`config.mk`:
```
export PLATFORM = sky130hd
export DESIGN_NAME = fp32_divider
export DESIGN_NICKNAME = d
export VERILOG_FILES = /design/src/rtl/fp32_divider.sv
export SDC_FILE = /design/constraint.sdc
export NUM_CORES = 1
export LEC_CHECK = 0
export BUFFER_PORTS_ARGS = -buffer_cell sky130_fd_sc_hd__buf_2
export CAP_MARGIN = 20
export CELL_PAD_IN_SITES_DETAIL_PLACEMENT = 1
export CELL_PAD_IN_SITES_GLOBAL_PLACEMENT = 2
export CORE_MARGIN = 5
export CORE_UTILIZATION = 41
export DETAILED_ROUTE_END_ITERATION = 10
export GPL_ROUTABILITY_DRIVEN = 0
export PLACE_DENSITY = 0.95
export RECOVER_POWER = 100
export REMOVE_ABC_BUFFERS = 1
export SYNTH_ARGS = -nofsm -noshare
export SYNTH_HDL_FRONTEND = slang
export SYNTH_SLANG_ARGS = --single-unit
```
`constraint.sdc`:
```
create_clock -name clk -period 14.1 [get_ports clk]
set_clock_uncertainty 0.2 [all_clocks]
set_input_delay 0.705 -clock clk [delete_from_list [all_inputs] [get_ports clk]]
set_output_delay 0.705 -clock clk [all_outputs]
set_load 0.02 [all_outputs]
```
`src/rtl/fp32_divider.sv`:
```
// Iterative binary32 divider: restoring division, one quotient bit per cycle, IEEE rounding + RISC-V fflags.
// Optional gradual underflow via FP32_DIVIDER_SUBNORMAL_EN; without it subnormals flush to signed zero.
module fp32_divider #(
  parameter int ITERATIONS = 26
) (
  input  logic        clk,
  input  logic        rst,
  input  logic        reqValid,
  output logic        reqReady,
  input  logic [2:0]  roundingMode,
  input  logic [31:0] fpSrc1,
  input  logic [31:0] fpSrc2,
  input  logic        flush,
  output logic        resultValid,
  input  logic        resultReady,
  output logic [31:0] fpResult,
  output logic [4:0]  flags
);
  // state  | meaning
  // IDLE   | waiting for request, reqReady=1
  // UNPACK | classify operands, resolve specials, set up exponent/remainder
  // DIVIDE | one restoring step per cycle
  // ROUND  | normalize, round, pack
  // DONE   | result held until consumer takes it
  typedef enum logic [2:0] {IDLE, UNPACK, DIVIDE, ROUND, DONE} state_t;
  localparam int CW = $clog2(ITERATIONS);
  localparam logic [CW-1:0] LAST = CW'(ITERATIONS - 1);

  state_t                state;
  logic [31:0]           a, b;
  logic [2:0]            rm;
  logic                  sign;
  logic signed [9:0]     exp_q;
  logic [23:0]           dvsr;
  logic [24:0]           rem;
  logic [ITERATIONS-1:0] quo;
  logic [CW-1:0]         cnt;

  logic [7:0]        ea, eb;
  logic [22:0]       fa, fb;
  logic              nan_a, nan_b, snan, inf_a, inf_b, zero_a, zero_b, sign_ab;
  logic [23:0]       ma, mb;
  logic signed [9:0] xa, xb;

  assign ea      = a[30:23];
  assign eb      = b[30:23];
  assign fa      = a[22:0];
  assign fb      = b[22:0];
  assign sign_ab = a[31] ^ b[31];
  assign nan_a   = (ea == 8'hFF) && (fa != 23'd0);
  assign nan_b   = (eb == 8'hFF) && (fb != 23'd0);
  assign snan    = (nan_a && !fa[22]) || (nan_b && !fb[22]);
  assign inf_a   = (ea == 8'hFF) && (fa == 23'd0);
  assign inf_b   = (eb == 8'hFF) && (fb == 23'd0);

`ifdef FP32_DIVIDER_SUBNORMAL_EN
  // Shift that brings the leading one of a subnormal fraction up to the hidden-bit position.
  function automatic logic [4:0] lead_shift(input logic [22:0] f);
    lead_shift = 5'd0;
    for (int i = 0; i < 23; i++)
      if (f[i]) lead_shift = 5'(23 - i);
  endfunction

  logic [4:0] sha, shb;
  assign sha    = lead_shift(fa);
  assign shb    = lead_shift(fb);
  assign zero_a = (ea == 8'd0) && (fa == 23'd0);
  assign zero_b = (eb == 8'd0) && (fb == 23'd0);
  assign ma     = (ea == 8'd0) ? ({1'b0, fa} << sha) : {1'b1, fa};
  assign mb     = (eb == 8'd0) ? ({1'b0, fb} << shb) : {1'b1, fb};
  assign xa     = (ea == 8'd0) ? (10'sd1 - $signed({5'd0, sha})) : $signed({2'b00, ea});
  assign xb     = (eb == 8'd0) ? (10'sd1 - $signed({5'd0, shb})) : $signed({2'b00, eb});
`else
  assign zero_a = (ea == 8'd0);
  assign zero_b = (eb == 8'd0);
  assign ma     = {1'b1, fa};
  assign mb     = {1'b1, fb};
  assign xa     = $signed({2'b00, ea});
  assign xb     = $signed({2'b00, eb});
`endif

  logic        special;
  logic [31:0] spec_res;
  logic [4:0]  spec_flags;

  always_comb begin
    special    = 1'b1;
    spec_flags = 5'd0;
    spec_res   = {sign_ab, 31'd0};
    if (nan_a || nan_b) begin
      spec_res   = 32'h7FC0_0000;
      spec_flags = {snan, 4'd0};
    end else if ((zero_a && zero_b) || (inf_a && inf_b)) begin
      spec_res   = 32'h7FC0_0000;
      spec_flags = 5'b10000;
    end else if (inf_a) begin
      spec_res   = {sign_ab, 8'hFF, 23'd0};
    end else if (zero_b) begin
      spec_res   = {sign_ab, 8'hFF, 23'd0};
      spec_flags = 5'b01000;
    end else if (!(inf_b || zero_a)) begin
      special    = 1'b0;
    end
  end

  logic        ge;
  logic [24:0] sub;
  assign ge  = rem >= {1'b0, dvsr};
  assign sub = rem - {1'b0, dvsr};

  logic signed [9:0] exp_n, exp_r;
  logic [23:0]       sig;
  logic              grd, stk, den, inc, inexact;
  logic [24:0]       sum;
  logic [31:0]       rnd_res;
  logic [4:0]        rnd_flags;
`ifdef FP32_DIVIDER_SUBNORMAL_EN
  logic [4:0]        dsh;
  logic [24:0]       vec_sh;
`endif

  always_comb begin
    exp_n = quo[25] ? exp_q : exp_q - 10'sd1;
    sig   = quo[25] ? quo[25:2] : quo[24:1];
    grd   = quo[25] ? quo[1] : quo[0];
    stk   = (rem != 25'd0) | (quo[25] & quo[0]);
    den   = 1'b0;
`ifdef FP32_DIVIDER_SUBNORMAL_EN
    dsh    = 5'd0;
    vec_sh = {sig, grd};
    if (exp_n <= 10'sd0) begin
      den    = 1'b1;
      dsh    = (exp_n < -10'sd23) ? 5'd25 : 5'(10'sd1 - exp_n);
      vec_sh = {sig, grd} >> dsh;
      stk    = stk | (({sig, grd} & ((25'd1 << dsh) - 25'd1)) != 25'd0);
      sig    = vec_sh[24:1];
      grd    = vec_sh[0];
    end
`endif
    case (rm)
      3'd1:    inc = 1'b0;
      3'd2:    inc = sign & (grd | stk);
      3'd3:    inc = ~sign & (grd | stk);
      3'd4:    inc = grd;
      default: inc = grd & (stk | sig[0]);
    endcase
    sum     = {1'b0, sig} + {24'd0, inc};
    // A denormalized significand that rounds up into the hidden bit becomes the smallest normal.
    exp_r   = den ? $signed({9'd0, sum[23]}) : (sum[24] ? exp_n + 10'sd1 : exp_n);
    inexact = grd | stk;
    rnd_res   = {sign, exp_r[7:0], sum[22:0]};
    rnd_flags = {4'd0, inexact};
    if (exp_r >= 10'sd255) begin
      rnd_flags = 5'b00101;
      case (rm)
        3'd1:    rnd_res = {sign, 31'h7F7F_FFFF};
        3'd2:    rnd_res = sign ? 32'hFF80_0000 : 32'h7F7F_FFFF;
        3'd3:    rnd_res = sign ? 32'hFF7F_FFFF : 32'h7F80_0000;
        default: rnd_res = {sign, 8'hFF, 23'd0};
      endcase
    end
`ifdef FP32_DIVIDER_SUBNORMAL_EN
    else if (den && !sum[23] && inexact) begin
      rnd_flags = 5'b00011;
    end
`else
    else if (exp_r <= 10'sd0) begin
      rnd_res   = {sign, 31'd0};
      rnd_flags = 5'b00011;
    end
`endif
  end

  always_ff @(posedge clk or negedge rst) begin
    if (!rst) begin
      state       <= IDLE;
      reqReady    <= 1'b1;
      resultValid <= 1'b0;
      fpResult    <= 32'd0;
      flags       <= 5'd0;
      a           <= 32'd0;
      b           <= 32'd0;
      rm          <= 3'd0;
      sign        <= 1'b0;
      exp_q       <= 10'sd0;
      dvsr        <= 24'd0;
      rem         <= 25'd0;
      quo         <= '0;
      cnt         <= '0;
    end else if (flush && state != IDLE) begin
      state       <= IDLE;
      reqReady    <= 1'b1;
      resultValid <= 1'b0;
      cnt         <= '0;
    end else begin
      case (state)
        IDLE: if (reqValid) begin
          a        <= fpSrc1;
          b        <= fpSrc2;
          rm       <= roundingMode;
          reqReady <= 1'b0;
          state    <= UNPACK;
        end
        UNPACK: begin
          sign <= sign_ab;
          if (special) begin
            fpResult    <= spec_res;
            flags       <= spec_flags;
            resultValid <= 1'b1;
            state       <= DONE;
          end else begin
            exp_q <= xa - xb + 10'sd127;
            rem   <= {1'b0, ma};
            dvsr  <= mb;
            quo   <= '0;
            cnt   <= '0;
            state <= DIVIDE;
          end
        end
        DIVIDE: begin
          quo <= {quo[ITERATIONS-2:0], ge};
          rem <= (ge ? sub : rem) << 1;
          cnt <= cnt + 1'b1;
          if (cnt == LAST) state <= ROUND;
        end
        ROUND: begin
          fpResult    <= rnd_res;
          flags       <= rnd_flags;
          resultValid <= 1'b1;
          state       <= DONE;
        end
        DONE: if (resultReady) begin
          resultValid <= 1'b0;
          reqReady    <= 1'b1;
          state       <= IDLE;
        end
        default: state <= IDLE;
      endcase
    end
  end
endmodule
```
==> results of run 1 <==
==> placed cells by master, fill, tap and decap left out, types with 31 or more instances in the layout <==
| master | instances |
|---|---|
| a21oi_1 | 68 |
| buf_2 | 70 |
| clkbuf_1 | 46 |
| dfrtp_1 | 199 |
| ha_1 | 40 |
| inv_1 | 58 |
| mux2_2 | 65 |
| mux2i_1 | 31 |
| nand2_1 | 116 |
| nor2_1 | 80 |
| o21ai_0 | 81 |
| xnor2_1 | 35 |
| xor2_1 | 39 |
==> registers in the layout, summed over array words and instances (netlist names), 5 cells and up <==
| signal | flops |
|---|---|
| dvsr | 24 |
| quo | 26 |
| cnt | 5 |
| b | 32 |
| a | 32 |
| rem | 25 |
| flags | 5 |
| exp_q | 10 |
| fpResult | 32 |
==> kinds of logic after synthesis <==
group,after synthesis
AND/OR/NAND/NOR,377
AO/OA/AOI/OAI,310
flip-flops,200
buffers and inverters,131
multiplexers,97
XOR/XNOR,74
adder cells (fa/ha/maj),42
==> routing by layer <==
| layer | vias up | GRT usage | share of wire |
|---|---|---|---|
| li1 | 4590 | - | - |
| met1 | 4910 | 0.302 | 0.46 |
| met2 | 241 | 0.362 | 0.48 |
| met3 | 41 | 0.0274 | 0.043 |
| met4 | 0 | 0.0632 | 0.020 |
| met5 | - | 0 | 0 |
==> worst max-delay path by stage <==
stage	start	cells past startpoint	end	slack, ns
2_1_floorplan	quo[25]	15	fpResult[0]	8.93
3_3_place_gp	rm[2]	16	fpResult[8]	9.16
3_5_place_dp	rm[2]	16	fpResult[11]	8.94
4_1_cts	rm[2]	16	fpResult[11]	8.95
5_1_grt	rst	2	rem[5]	5.61
6_report	rst	2	a[18]	7.07
==> power by group through the flow <==
stage | Combinational (uW) | Sequential [uW] | Clock [uW]
final | 1720 | 1020 | 523
after global routing | 1880 | 1050 | 555
after CTS | 1710 | 1020 | 530
after detailed placement | 1690 | 1030 | 0
after global placement | 1640 | 1010 | 0
after floorplan | 1200 | 1000 | 0
==> cells in the mapped netlist, types with 6 or more instances <==
master    number  area share
o31ai_1        7      0.0045
clkbuf_1      54       0.017
xor2_1        39       0.029
nand2b_1       7      0.0037
nand3_1       21      0.0090
a221o_1       19       0.016
buf_1          7      0.0022
and2_1         8      0.0043
o22ai_1       16      0.0085
a21oi_1       67       0.029
and3_1        14      0.0075
xnor2_1       35       0.026
nor2b_1        9      0.0048
ha_1          40       0.043
nor4_1        25       0.013
o21ai_0       81       0.035
a21o_1        19       0.012
nand2_1      115       0.037
or3_1         16      0.0085
mux2_2        65       0.062
dfrtp_1      199        0.42
inv_1         58       0.019
a22o_1        26       0.019
a31oi_1       14      0.0075
mux2i_1       31       0.026
nor2_1        81       0.026
or2_2         12      0.0064
o211ai_1      11      0.0070
nand4_1       24       0.013
o21bai_1       6      0.0038
nor3_1        19      0.0081
==> cell type report <==
| type | instances | area (um2) |
|---|---|---|
| Inverter | 59 | 221 |
| Sequential cell | 200 | 5010 |
| Fill cell | 3302 | 15400 |
| Multi-Input combinational cell | 900 | 6170 |
| Clock buffer | 19 | 453 |
| Clock inverter | 13 | 158 |
| Timing Repair Buffer | 122 | 583 |
| Tap cell | 384 | 480 |
==> through the flow <==
stage	util	hold WS, ns	power [uW]	std cells	worst slack [ns]
global placement	0.441	0.236	2640	1662	9.16
finish	0.459	0.254	3260	1697	7.07
CTS	0.462	0.108	3260	1694	8.95
detailed placement	0.441	0.240	2710	1662	8.94
global route	0.459	0.268	3490	1697	5.61
floorplan	-	0.209	2200	1159	8.93
==> worst reg2reg max path: cells and delay by family, from the launching register on <==
kind | cells | cell delay [ns]
simple gates | 8 | 3.19
compound gates | 4 | 1.27
fa+ha+maj | 3 | 0.68
flops | 1 | 0.42
buf+inv | 1 | 0.10
==> impl_metrics.toml, run 1 <==
[worst_hold_path]
worstHoldStart = "dvsr[23]"
holdPathEnd = "dvsr[23]"
min_path_type = "register to register"
worstHoldPathCells = 2

[critical_path]
setup.worst_path.start_class = "input pin"
crit_top_cell = "clkbuf_1"
cp_data_required_time_ns = 13.56
arrival_ns = 6.49
critPathKind = "input pin to async pin"
rr_worst_depth = 16
cp_max_fo = 74
r2r_slack_ns = 8.18
worst_path_max_delay_cell = "clkbuf_1"
critical-path-max-stage-delay_ns = 2.89
path_buf_inv = 2
crit_path_cell_trace = "clkbuf_1 > clkbuf_1"
rr_startpoint = "rm[2]"
crit_family = "buffers and inverters"
r2r-end = "fpResult[11]"
cp-end-kind = "async pin"

[floorplan]
io_pins = 111
die-height_um = 179
die_x_um = 179
start_util = 0.412
num_rows = 62
die_area_um2 = 32100
core_um2 = 28500

[yosys]
synth_ff_type = "dfrtp_1"
synth_fa_ha_area_frac = 0.0461
synth-simple-area-share = 0.161
postSynth.asyncResetShare = 1.00
synth_seq_area_share = 0.427
synth-edff-count = 0
synth_cells = 1231
netlist_area_um2 = 11700
ys_ff_latch = 200
synth.avg_cell_area_um2 = 9.53
synthXorXnorAreaFrac = 0.0552
synth_warnings = 0
synth_compound_area_frac = 0.176
synth_mux_area_frac = 0.0898
synth_top_family_by_area = "compound AO/OA/AOI/OAI gates"
yosysUniqueCellTypes = 79

[route]
vias = 9782
ant_nets = 0
wirelength_mm = 34.6
wl_per_cell_um = 20.4
drcViolationCount = 0
drt_iter0_markers = 580
routed_via_density = 5.76
dr.pass1.iters = 4

[cts]
cts_sinks = 200
htreeDepth = 4
cts_buffers = 17
clk_latency_ns = 0.45
cts_tree = "yes"
cts_resized = 0
clkTransAtPathRegs_ns = 0.08
clockBufferDepth = 2
holdBufCountCts = 0
root_buffer = "clkbuf_16"
post-cts-setup-buffers = 0

[global_routing]
grt_pass1_wl_mm = 55.4
overflow = 0
grt_usage = 0.219
grt_max_degree = 75
grt_pass1_vias = 10100
antenna_found_initial = 0

[placed_design]
placed_area_um2 = 12500
hpwl_mm = 25.0
io_buffers = 110

[sta]
tightest_slew_ns = 4.01
rsz0062_at_grt = "false"
max_freq_mhz = 142
maxSlewHeadroom = -1.68
setup_violations = 0
final_max_slew_viol_count = 429
fin_crit_sh = 0.499
finalHoldViolCount = 0
fin_crit_ns = 7.03
setup_tns_ns = 0

[pwr]
switchingPower_uw = 1480
pwr-share-clk = 0.160
power_frac_seq = 0.313
cellInternalPower_uw = 1780
p_comb_frac = 0.527
p_leak_uw = 0.00558
p_per_area_nw_per_um2 = 249
swShare = 0.454
peakVddDrop_mv = 0.0990

[cells_and_area]
drive_gt1_frac = 0.147
area_growth_pct = 11.4
fin_nets = 1414
antennaDiodeCount = 0
final_area_um2 = 13100

[status]
status = "finished, violations left"
violations = "capacitance limit, slew limit"

[job]
timing.max_cap.violations = 10
(Power assumes the default switching activity.)
==> run 2, diff against run 1 <==
- CORE_UTILIZATION: 41 -> 34
- PLACE_DENSITY: 0.95 -> 0.88
- clock period: 14.1 -> 5.7 ns (I/O delays scaled with it)
==> impl_metrics.toml, run 2 (synthesis results as in run 1) <==
[sta]
rsz0062_at_grt = "false"
setup_violations = 0
maxSlewHeadroom = -1.59
fin_crit_ns = 5.24
max_freq_mhz = 191
fin_crit_sh = 0.919
finalHoldViolCount = 0
setup_tns_ns = 0
tightest_slew_ns = 3.89
final_max_slew_viol_count = 229
timing.final.ws_setup_ns = 0.463
worst_hold_slack_ns = 0.0315

[route]
ant_nets = 0
routed_via_density = 5.43
vias = 9971
drcViolationCount = 0
drt_iter0_markers = 549
wirelength_mm = 35.4
wl_per_cell_um = 19.3
dr.pass1.iters = 7

[status]
violations = "capacitance limit, slew limit"
status = "finished, violations left"

[cells_and_area]
fin_nets = 1481
mostFrequentLayoutCells = "dfrtp_1 (199), nand2_1 (116), o21ai_0 (81), nor2_1 (80), buf_2 (70)"
final_cells = 1835
fillers = 3907
drive_gt1_frac = 0.139
antennaDiodeCount = 0
final_area_um2 = 13800
mostFrequentLayoutCell = "dfrtp_1"
largestRegisters = "a: 32 flops, b: 32 flops, fpResult: 32 flops"
multi_input_area_um2 = 6190
regArea_um2 = 5010
area_growth_pct = 17.9

[floorplan]
start_util = 0.342
io_pins = 111
die_area_um2 = 38300
die_x_um = 196
num_rows = 68
core_um2 = 34300
die-height_um = 196

[critical_path]
arrival_ns = 5.42
cp_max_fo = 15
cp-end-kind = "register"
critPathKind = "register to register"
setup.worst_path.start_class = "register"
r2r_slack_ns = 0.46
cp_data_required_time_ns = 5.88

[cts]
cts_tree = "yes"
root_buffer = "clkbuf_16"
post-cts-setup-buffers = 0
cts_buffers = 17
htreeDepth = 4
cts_resized = 0
clk_latency_ns = 0.45
cts_sinks = 200
clockBufferDepth = 2
clkTransAtPathRegs_ns = 0.08

[global_routing]
grt_pass1_vias = 10600
grt_usage = 0.185
antenna_found_initial = 0
grt_pass1_wl_mm = 57.8
grt_max_degree = 121
overflow = 0

[worst_hold_path]
min_path_type = "input pin to register"

[job]
timing.max_cap.violations = 5

[placed_design]
dpl_worst_slack_ns = 0.589
placed_area_um2 = 12600
io_buffers = 110
dp.cells = 1733
hpwl_mm = 25.9

[pwr]
p_leak_uw = 0.00586
peakVddDrop_mv = 0.279
p_per_area_nw_per_um2 = 575
[run 2: cell types whose count changed in the layout (fill, tap and decap cells not counted), moves of 2 or more]
cell	delta
buf_8	-2
clkinvlp_4	-3
dlygate4sd3_1	+69
inv_6	+3
[run 2: metrics by stage]
| step | power (uW) | util |
|---|---|---|
| finish | 7960 | 0.403 |
| global route | 8610 | 0.403 |
| CTS | 8030 | 0.406 |
| detailed placement | 6690 | 0.369 |
| global placement | 6550 | 0.369 |
| floorplan | 5440 | - |
[run 2: power by group]
| part | leakage (uW) | switching (uW) | internal, uW | total, uW |
|---|---|---|---|---|
| clock network | 0.000293 | 614 | 639 | 1250 |
| logic | 0.00310 | 2440 | 1730 | 4170 |
| registers | 0.00247 | 556 | 1980 | 2530 |
| total | 0.00586 | 3610 | 4350 | 7960 |
[run 2: worst paths after layout]
check	end	start	cells after the start
max	fpResult[21]	rm[2]	16
min	resultValid	flush	2
max reg2reg	fpResult[21]	rm[2]	16
min reg2reg	dvsr[23]	dvsr[23]	2
max in group asynchronous	dvsr[15]	rst	3
min in group asynchronous	fpResult[25]	rst	2
[run 2: worst max-delay path, cell delays in order (launching register included)]
cell and delay [ns]:
dfrtp_1 0.43, inv_1 0.09, and3_1 0.17, ha_1 0.28, nand3_1 0.07, a32oi_1 0.19, ha_1 0.22, ha_1 0.19
nand2_1 0.08, nand4bb_1 0.39, or4_1 0.75, o21ai_0 0.36, nand4_1 0.16, or4_1 0.52, a21oi_4 0.31, and3_1 0.55
a221o_1 0.20
[run 2: area by class of cell]
type	instances	share of cell area
Tap cell	455	0.0412
Sequential cell	200	0.362
Timing Repair Buffer	189	0.0907
Clock inverter	13	0.0109
Inverter	59	0.0160
Clock buffer	19	0.0320
Multi-Input combinational cell	900	0.447
[run 2: timing repair]
action,CTS,global route
setup endpoints to repair,0,0
hold buffers,69,0
hold endpoints to repair,149,0
[run 2: routing by layer]
metal  wire [um]  track usage
met4         591       0.0481
met2       17600        0.319
met3        1250       0.0280
met5           0            0
met1       15900        0.244
